**src/rtl/pixel_serializer.sv**
```systemverilog
// rtl/pixel_serializer.sv - batch-to-pixel serializer with raster tracking
//
// Purpose:
//   Captures one batch of NUM_ENGINES RGB values for consecutive x positions.
//   Streams the batch out one pixel per cycle on a valid/ready interface.
//   Tracks the raster (x, y) position and flags start-of-frame and end-of-line.
//   The final partial batch of each line is truncated to the pixels left on
//   that line.
//
// Optional feature:
//   PIXEL_SERIALIZER_PREFETCH_EN adds a shadow buffer. The next batch is then
//   accepted while the current one streams, and it is promoted to active
//   without a bubble. When the macro is undefined the block is single-buffered.
//
// Ports:
//   clk          system clock, rising edge
//   rst          asynchronous active-high reset
//   batch_valid  rgb_in holds a complete batch
//   batch_ready  a batch can be captured this cycle
//   rgb_in       lane i = pixel at x_base + i
//   pix_data     colour of the presented pixel
//   pix_valid    pix_data / pix_sof / pix_eol / pix_x / pix_y are valid
//   pix_ready    downstream accepts the presented pixel
//   pix_sof      presented pixel is (0, 0)
//   pix_eol      presented pixel is the last of its line
//   pix_x/pix_y  raster position of the presented pixel
module pixel_serializer #(
  parameter int RGB_SIZE    = 24,
  parameter int NUM_ENGINES = 30,
  parameter int X_SIZE      = 640,
  parameter int Y_SIZE      = 480,
  parameter int X_WIDTH     = 10,
  parameter int Y_WIDTH     = 9
) (
  input  logic                clk,
  input  logic                rst,
  input  logic                batch_valid,
  output logic                batch_ready,
  input  logic [RGB_SIZE-1:0] rgb_in [NUM_ENGINES-1:0],
  output logic [RGB_SIZE-1:0] pix_data,
  output logic                pix_valid,
  input  logic                pix_ready,
  output logic                pix_sof,
  output logic                pix_eol,
  output logic [X_WIDTH-1:0]  pix_x,
  output logic [Y_WIDTH-1:0]  pix_y
);

  localparam int IDX_W = (NUM_ENGINES > 1) ? $clog2(NUM_ENGINES) : 1;
  localparam logic [X_WIDTH-1:0] X_LAST = X_WIDTH'(X_SIZE - 1);
  localparam logic [Y_WIDTH-1:0] Y_LAST = Y_WIDTH'(Y_SIZE - 1);

  typedef enum logic {IDLE, STREAM} state_t;

  // Index of the last lane kept for a batch starting at base.
  function automatic logic [IDX_W-1:0] last_lane(input logic [X_WIDTH-1:0] base);
    int rem;
    rem = X_SIZE - int'(base);
    if (rem >= NUM_ENGINES) return IDX_W'(NUM_ENGINES - 1);
    return IDX_W'(rem - 1);
  endfunction

  // x position following a batch; wraps to 0 when the batch closes the line.
  function automatic logic [X_WIDTH-1:0] batch_end(input logic [X_WIDTH-1:0] base,
                                                   input logic [IDX_W-1:0]   last);
    int e;
    e = int'(base) + int'(last) + 1;
    return (e >= X_SIZE) ? '0 : X_WIDTH'(e);
  endfunction

  state_t                state_q, state_d;
  logic [RGB_SIZE-1:0]   act_q [NUM_ENGINES-1:0];
  logic [RGB_SIZE-1:0]   act_d [NUM_ENGINES-1:0];
  logic [IDX_W-1:0]      idx_q, idx_d;
  logic [IDX_W-1:0]      last_q, last_d;
  // Start x of the next batch to be loaded. Every batch begins where the
  // previous one ended, including a prefetched batch.
  logic [X_WIDTH-1:0]    x_end_q, x_end_d;
  logic [X_WIDTH-1:0]    pix_x_q, pix_x_d;
  logic [Y_WIDTH-1:0]    pix_y_q, pix_y_d;
  logic [RGB_SIZE-1:0]   pix_data_q, pix_data_d;
  logic                  pix_valid_q, pix_valid_d;
  logic                  pix_sof_q, pix_sof_d;
  logic                  pix_eol_q, pix_eol_d;
  logic                  batch_ready_q, batch_ready_d;

`ifdef PIXEL_SERIALIZER_PREFETCH_EN
  logic [RGB_SIZE-1:0]   sh_q [NUM_ENGINES-1:0];
  logic [RGB_SIZE-1:0]   sh_d [NUM_ENGINES-1:0];
  logic                  sh_full_q, sh_full_d;
  logic [IDX_W-1:0]      sh_last_q, sh_last_d;
  logic                  load_sh;
`endif

  logic                  accept, hs, last_hs, load_in;
  logic [IDX_W-1:0]      new_last;

  always_comb begin
    state_d       = state_q;
    act_d         = act_q;
    idx_d         = idx_q;
    last_d        = last_q;
    x_end_d       = x_end_q;
    pix_x_d       = pix_x_q;
    pix_y_d       = pix_y_q;
    pix_data_d    = pix_data_q;
    load_in       = 1'b0;
`ifdef PIXEL_SERIALIZER_PREFETCH_EN
    sh_d          = sh_q;
    sh_full_d     = sh_full_q;
    sh_last_d     = sh_last_q;
    load_sh       = 1'b0;
`endif

    accept   = batch_valid && batch_ready_q;
    hs       = pix_valid_q && pix_ready;
    last_hs  = hs && (idx_q == last_q);
    new_last = last_lane(x_end_q);

    if (hs) begin
      idx_d = idx_q + 1'b1;
      if (pix_x_q == X_LAST) begin
        pix_x_d = '0;
        pix_y_d = (pix_y_q == Y_LAST) ? '0 : pix_y_q + 1'b1;
      end else begin
        pix_x_d = pix_x_q + 1'b1;
      end
    end

`ifdef PIXEL_SERIALIZER_PREFETCH_EN
    if (state_q == IDLE) begin
      load_in = accept;
    end else if (last_hs) begin
      // Shadow takes priority; a batch offered in this cycle can only be
      // accepted when the shadow is empty, so it goes straight to active.
      if (sh_full_q)   load_sh = 1'b1;
      else if (accept) load_in = 1'b1;
      else             state_d = IDLE;
    end else if (accept) begin
      sh_d      = rgb_in;
      sh_full_d = 1'b1;
      sh_last_d = new_last;
    end

    if (load_sh) begin
      act_d     = sh_q;
      idx_d     = '0;
      last_d    = sh_last_q;
      x_end_d   = batch_end(x_end_q, sh_last_q);
      sh_full_d = 1'b0;
      state_d   = STREAM;
    end
`else
    if (state_q == IDLE) begin
      load_in = accept;
    end else if (last_hs) begin
      state_d = IDLE;
    end
`endif

    if (load_in) begin
      act_d   = rgb_in;
      idx_d   = '0;
      last_d  = new_last;
      x_end_d = batch_end(x_end_q, new_last);
      state_d = STREAM;
    end

    pix_valid_d = (state_d == STREAM);
`ifdef PIXEL_SERIALIZER_PREFETCH_EN
    batch_ready_d = !sh_full_d;
`else
    batch_ready_d = (state_d == IDLE);
`endif
    // Outputs are registered from the next-state values, so the presented
    // pixel and its flags change together and hold under backpressure.
    if (pix_valid_d) pix_data_d = act_d[idx_d];
    pix_sof_d = pix_valid_d && (pix_x_d == '0) && (pix_y_d == '0);
    pix_eol_d = pix_valid_d && (pix_x_d == X_LAST);
  end

  always_ff @(posedge clk or posedge rst) begin
    if (rst) begin
      state_q       <= IDLE;
      act_q         <= '{default: '0};
      idx_q         <= '0;
      last_q        <= '0;
      x_end_q       <= '0;
      pix_x_q       <= '0;
      pix_y_q       <= '0;
      pix_data_q    <= '0;
      pix_valid_q   <= 1'b0;
      pix_sof_q     <= 1'b0;
      pix_eol_q     <= 1'b0;
      batch_ready_q <= 1'b1;
`ifdef PIXEL_SERIALIZER_PREFETCH_EN
      sh_q          <= '{default: '0};
      sh_full_q     <= 1'b0;
      sh_last_q     <= '0;
`endif
    end else begin
      state_q       <= state_d;
      act_q         <= act_d;
      idx_q         <= idx_d;
      last_q        <= last_d;
      x_end_q       <= x_end_d;
      pix_x_q       <= pix_x_d;
      pix_y_q       <= pix_y_d;
      pix_data_q    <= pix_data_d;
      pix_valid_q   <= pix_valid_d;
      pix_sof_q     <= pix_sof_d;
      pix_eol_q     <= pix_eol_d;
      batch_ready_q <= batch_ready_d;
`ifdef PIXEL_SERIALIZER_PREFETCH_EN
      sh_q          <= sh_d;
      sh_full_q     <= sh_full_d;
      sh_last_q     <= sh_last_d;
`endif
    end
  end

  assign batch_ready = batch_ready_q;
  assign pix_data    = pix_data_q;
  assign pix_valid   = pix_valid_q;
  assign pix_sof     = pix_sof_q;
  assign pix_eol     = pix_eol_q;
  assign pix_x       = pix_x_q;
  assign pix_y       = pix_y_q;

endmodule

```
**config.mk**
```make
export PLATFORM = sky130hd
export DESIGN_NAME = pixel_serializer
export DESIGN_NICKNAME = d
export VERILOG_FILES = /design/src/rtl/pixel_serializer.sv
export SDC_FILE = /design/constraint.sdc
export NUM_CORES = 2
export LEC_CHECK = 0
export BUFFER_PORTS_ARGS = -buffer_cell sky130_fd_sc_hd__buf_4
export CORE_MARGIN = 10
export CORE_UTILIZATION = 25
export CTS_CLUSTER_DIAMETER = 40
export DETAILED_ROUTE_END_ITERATION = 8
export PLACE_DENSITY_LB_ADDON = 0.25
export SLEW_MARGIN = 40
export SYNTH_ARGS = -nofsm -noshare
export SYNTH_HDL_FRONTEND = slang
export SYNTH_SLANG_ARGS = --single-unit
```
**constraint.sdc**
```tcl
create_clock -name clk -period 33.4 [get_ports clk]
set_clock_uncertainty 0.2 [all_clocks]
set_input_delay 1.67 -clock clk [delete_from_list [all_inputs] [get_ports clk]]
set_output_delay 1.67 -clock clk [all_outputs]
set_load 0.02 [all_outputs]
```
==> impl_results.rst <==
.. list-table::
   :header-rows: 1

   * - Metric
     - Value
   * - Result of the run
     - completed
   * - Clock network latency to the later pin of the worst-skew pair
     - 0.78 ns
   * - Top_reg_cell synth
     - sky130_fd_sc_hd__dfrtp_1
   * - Number of nets in the finished design
     - 5275
   * - Number of storage elements in the synthesis netlist
     - 787
   * - Area Growth Syn to Fin
     - 37.0%
   * - Fraction of final layout cells sized beyond drive strength 1
     - 0.289
   * - Final setup viols
     - 0
   * - Die boundary width
     - 400 um
   * - Setup TNS
     - 0 ns
   * - Number of ports placed on the die boundary
     - 771
   * - Clock input transition at the sequential cells of the worst setup and hold paths
     - 0.05 ns
   * - Synthesized area
     - 36100 um^2
   * - Leakage
     - 24.7 nW
   * - Post-CTS setup buffers
     - 0
   * - Arrival time reported for the critical path endpoint
     - 5.85 ns
   * - Detailed Route WL
     - 164000 um
   * - Sort of element at the start of the critical path
     - primary input
   * - Worst voltage drop across the vdd grid
     - 81.1 uV
   * - All-layer global routing usage
     - 0.199
   * - Commonest cells in the synthesized netlist
     - 1862 x sky130_fd_sc_hd__nand2_1, 786 x sky130_fd_sc_hd__dfrtp_1, 194 x sky130_fd_sc_hd__clkbuf_1
   * - Most common cell type on the critical path
     - sky130_fd_sc_hd__buf_4
   * - Number of clock sinks seen by CTS
     - 787
   * - Num CTS Buffers
     - 152
   * - Power density over cell area
     - 110 nW/um^2
   * - Final hold slack
     - 0.264 ns
   * - Length of the first detailed-routing pass in iterations
     - 5
   * - Top fanout value on the critical path
     - 162
   * - Synth Instances
     - 3807
   * - Yosys warnings
     - 0
   * - Die span in y
     - 400 um
   * - Final worst path period need
     - 5.42 ns
   * - Via Count
     - 30458
   * - Max Clk Rate
     - 0.184 GHz
   * - Port Buffer Count
     - 770
   * - Post-synthesis average cell area
     - 9.50 um^2
   * - Vias in the first global route
     - 31942
   * - Slowest stage cell, crit path
     - sky130_fd_sc_hd__buf_4
   * - Starting density of the core
     - 0.252
   * - Largest area contributor in the synthesized netlist
     - sky130_fd_sc_hd__dfrtp_1
   * - Area of the placeable core
     - 144000 um^2
   * - Number of flops mapped to enable cells by yosys
     - 0
   * - Final clock period utilization by the worst path
     - 0.162
   * - HPWL reported at the end of detailed placement
     - 123000 um
   * - Post-DR wirelength/cell
     - 25.0 um
   * - Unrepaired setup endpoints after global routing
     - no
   * - Remaining global-route overflow
     - 0
   * - Top cells by area in the synthesized netlist
     - sky130_fd_sc_hd__dfrtp_1 54%, sky130_fd_sc_hd__nand2_1 19%, sky130_fd_sc_hd__mux4_2 5.8%
   * - Highest cell delay on the worst timing path
     - 0.71 ns
   * - Critical path class
     - in -> reg
   * - CP required
     - 33.83 ns
   * - Count of antenna-violating nets left after detailed routing
     - 0
   * - Class of the most critical hold timing path
     - reg -> reg
   * - Pin count of the biggest net entering global routing
     - 163
   * - Area share of the largest cell type after synthesis
     - 0.544
   * - Area enclosed by the die boundary
     - 160000 um^2
   * - Total DRC errors in the routed layout
     - 0
   * - Most numerous cell in the Yosys netlist
     - sky130_fd_sc_hd__nand2_1
   * - Syn Nets
     - 4541
   * - Final hold violation count
     - 0
   * - Relative slew margins
     - 0.410
   * - Number of max-slew violations in the final report
     - 0
   * - Hold_buf cts
     - 0
   * - Initial antenna violation count
     - 43
   * - Post-CTS Resized
     - 0
   * - Vias/cell
     - 4.63
   * - CTS Root Buffer Type
     - sky130_fd_sc_hd__clkbuf_16
   * - Unique masters post-synth
     - 62
   * - Max cap viols
     - 0
   * - Critical path capture point type
     - flop
   * - Total number of placement rows
     - 139
   * - # H-tree levels
     - 4
   * - Number of DRC markers after the initial detailed-route iteration
     - 2115
   * - Routability cong.
     - 0.833
   * - TritonCTS clock tree
     - yes
   * - Part of the Yosys area used for sequential elements
     - 0.545
   * - Async S/R FF share, synth
     - 1.00
   * - Worst slew pin tran
     - 0.885 ns
   * - Buffer depth of the longest clock path
     - 3
   * - Worst-path cell chain
     - buf_4 -> and3b_4 -> buf_4 -> buf_12 -> mux2_2 -> mux4_2 -> mux2i_1 -> nand2_1 -> nand4_1 -> o211ai_1
   * - First-pass GRT wire length
     - 234000 um
==> report_power, final <==
group / total (mW) / leakage, nW / switching [mW] / internal [mW]
Clock: 1.58 / 2.57 / 0.567 / 1.02
Combinational: 2.24 / 12.4 / 1.38 / 0.854
Sequential: 1.61 / 9.76 / 0.217 / 1.40
Total: 5.43 / 24.7 / 2.17 / 3.27
==> layout make-up <==
cell class / count / area, um^2
fill: 14972 / 94100
sequential: 787 / 19700
multi-input combinational: 2761 / 15500
timing repair buffer: 822 / 6460
clock buffer: 191 / 4200
tap: 1903 / 2380
clock inverter: 90 / 1120
inverter: 17 / 77.6
antenna: 14 / 35.0
==> critical path, delay by kind of cell <==
| family | cells | cell delay (ns) |
|---|---|---|
| buf+inv | 3 | 1.37 |
| compound gates | 1 | 0.11 |
| mux | 3 | 1.47 |
| simple gates | 3 | 0.92 |
==> flip-flops by register name, summed over array words and instances, names as in the netlist <==
signal and cells:
pix_x 10, x_end_q 10, pix_sof 1, idx_q 5, last_q 5, pix_data 24, pix_eol 1, act_q 720
pix_valid 1, batch_ready 1, pix_y 9
==> placed cells by master (no fill, tap or decap), types with 21 or more instances in the layout <==
| master | count |
|---|---|
| sky130_fd_sc_hd__nand2_1 | 1862 |
| sky130_fd_sc_hd__buf_4 | 798 |
| sky130_fd_sc_hd__dfrtp_1 | 786 |
| sky130_fd_sc_hd__clkbuf_16 | 154 |
| sky130_fd_sc_hd__mux2_2 | 148 |
| sky130_fd_sc_hd__mux2i_1 | 120 |
| sky130_fd_sc_hd__mux4_2 | 93 |
| sky130_fd_sc_hd__a21oi_1 | 81 |
| sky130_fd_sc_hd__o211ai_1 | 72 |
| sky130_fd_sc_hd__nor2_1 | 49 |
| sky130_fd_sc_hd__o21ai_0 | 46 |
| sky130_fd_sc_hd__nand3_1 | 38 |
| sky130_fd_sc_hd__nand4_1 | 28 |
| sky130_fd_sc_hd__nand2b_1 | 26 |
| sky130_fd_sc_hd__clkinv_2 | 24 |
| sky130_fd_sc_hd__a22oi_1 | 24 |
| sky130_fd_sc_hd__o21bai_1 | 24 |
| sky130_fd_sc_hd__o311a_1 | 24 |
| sky130_fd_sc_hd__clkbuf_8 | 21 |
==> path summary, 6_finish.rpt <==
path	to	cells after the start	start	slack (ns)
min reg2reg	act_q[695]	2	act_q[695]	0.26
min in group asynchronous	act_q[113]	2	rst	0.78
max	pix_data[15]	10	batch_valid	27.98
max reg2reg	pix_data[15]	9	pix_valid	28.15
min	act_q[695]	2	act_q[695]	0.26
max in group asynchronous	act_q[413]	6	rst	29.85
==> per-stage QoR <==
| stage | instance area, um^2 | instances | power, mW | util | setup slack, ns |
|---|---|---|---|---|---|
| floorplan | 36100 | 3807 | 2.94 | - | 9.43 |
| CTS | 49400 | 6569 | 5.52 | 0.344 | 28.04 |
| detailed placement | 44100 | 6288 | 3.91 | 0.307 | 27.20 |
| global route | 49500 | 6580 | 5.77 | 0.345 | 27.89 |
| global placement | 43900 | 6283 | 3.88 | 0.306 | 27.10 |
| finish | 49500 | 6585 | 5.43 | 0.345 | 27.98 |
==> per-layer routing <==
| layer | vias up | track usage | wire (um) |
|---|---|---|---|
| li1 | 14122 | - | - |
| met1 | 15092 | 0.256 | 71900 |
| met2 | 949 | 0.319 | 76700 |
| met3 | 263 | 0.0555 | 10400 |
| met4 | 32 | 0.0673 | 5110 |
| met5 | - | 0 | 201 |
==> cell families after synthesis <==
| family | share of synthesized area |
|---|---|
| buffers and inverters | 0.0271 |
| DFF | 0.545 |
| muxes | 0.138 |
| AOI/OAI and AO/OA | 0.0583 |
| xor gates and xnor gates | 0.00557 |
| other | 0.000104 |
| adders and majority gates | 0.00367 |
| and+or+nand+nor | 0.222 |
No activity file was read; power rests on OpenSTA's default activity.
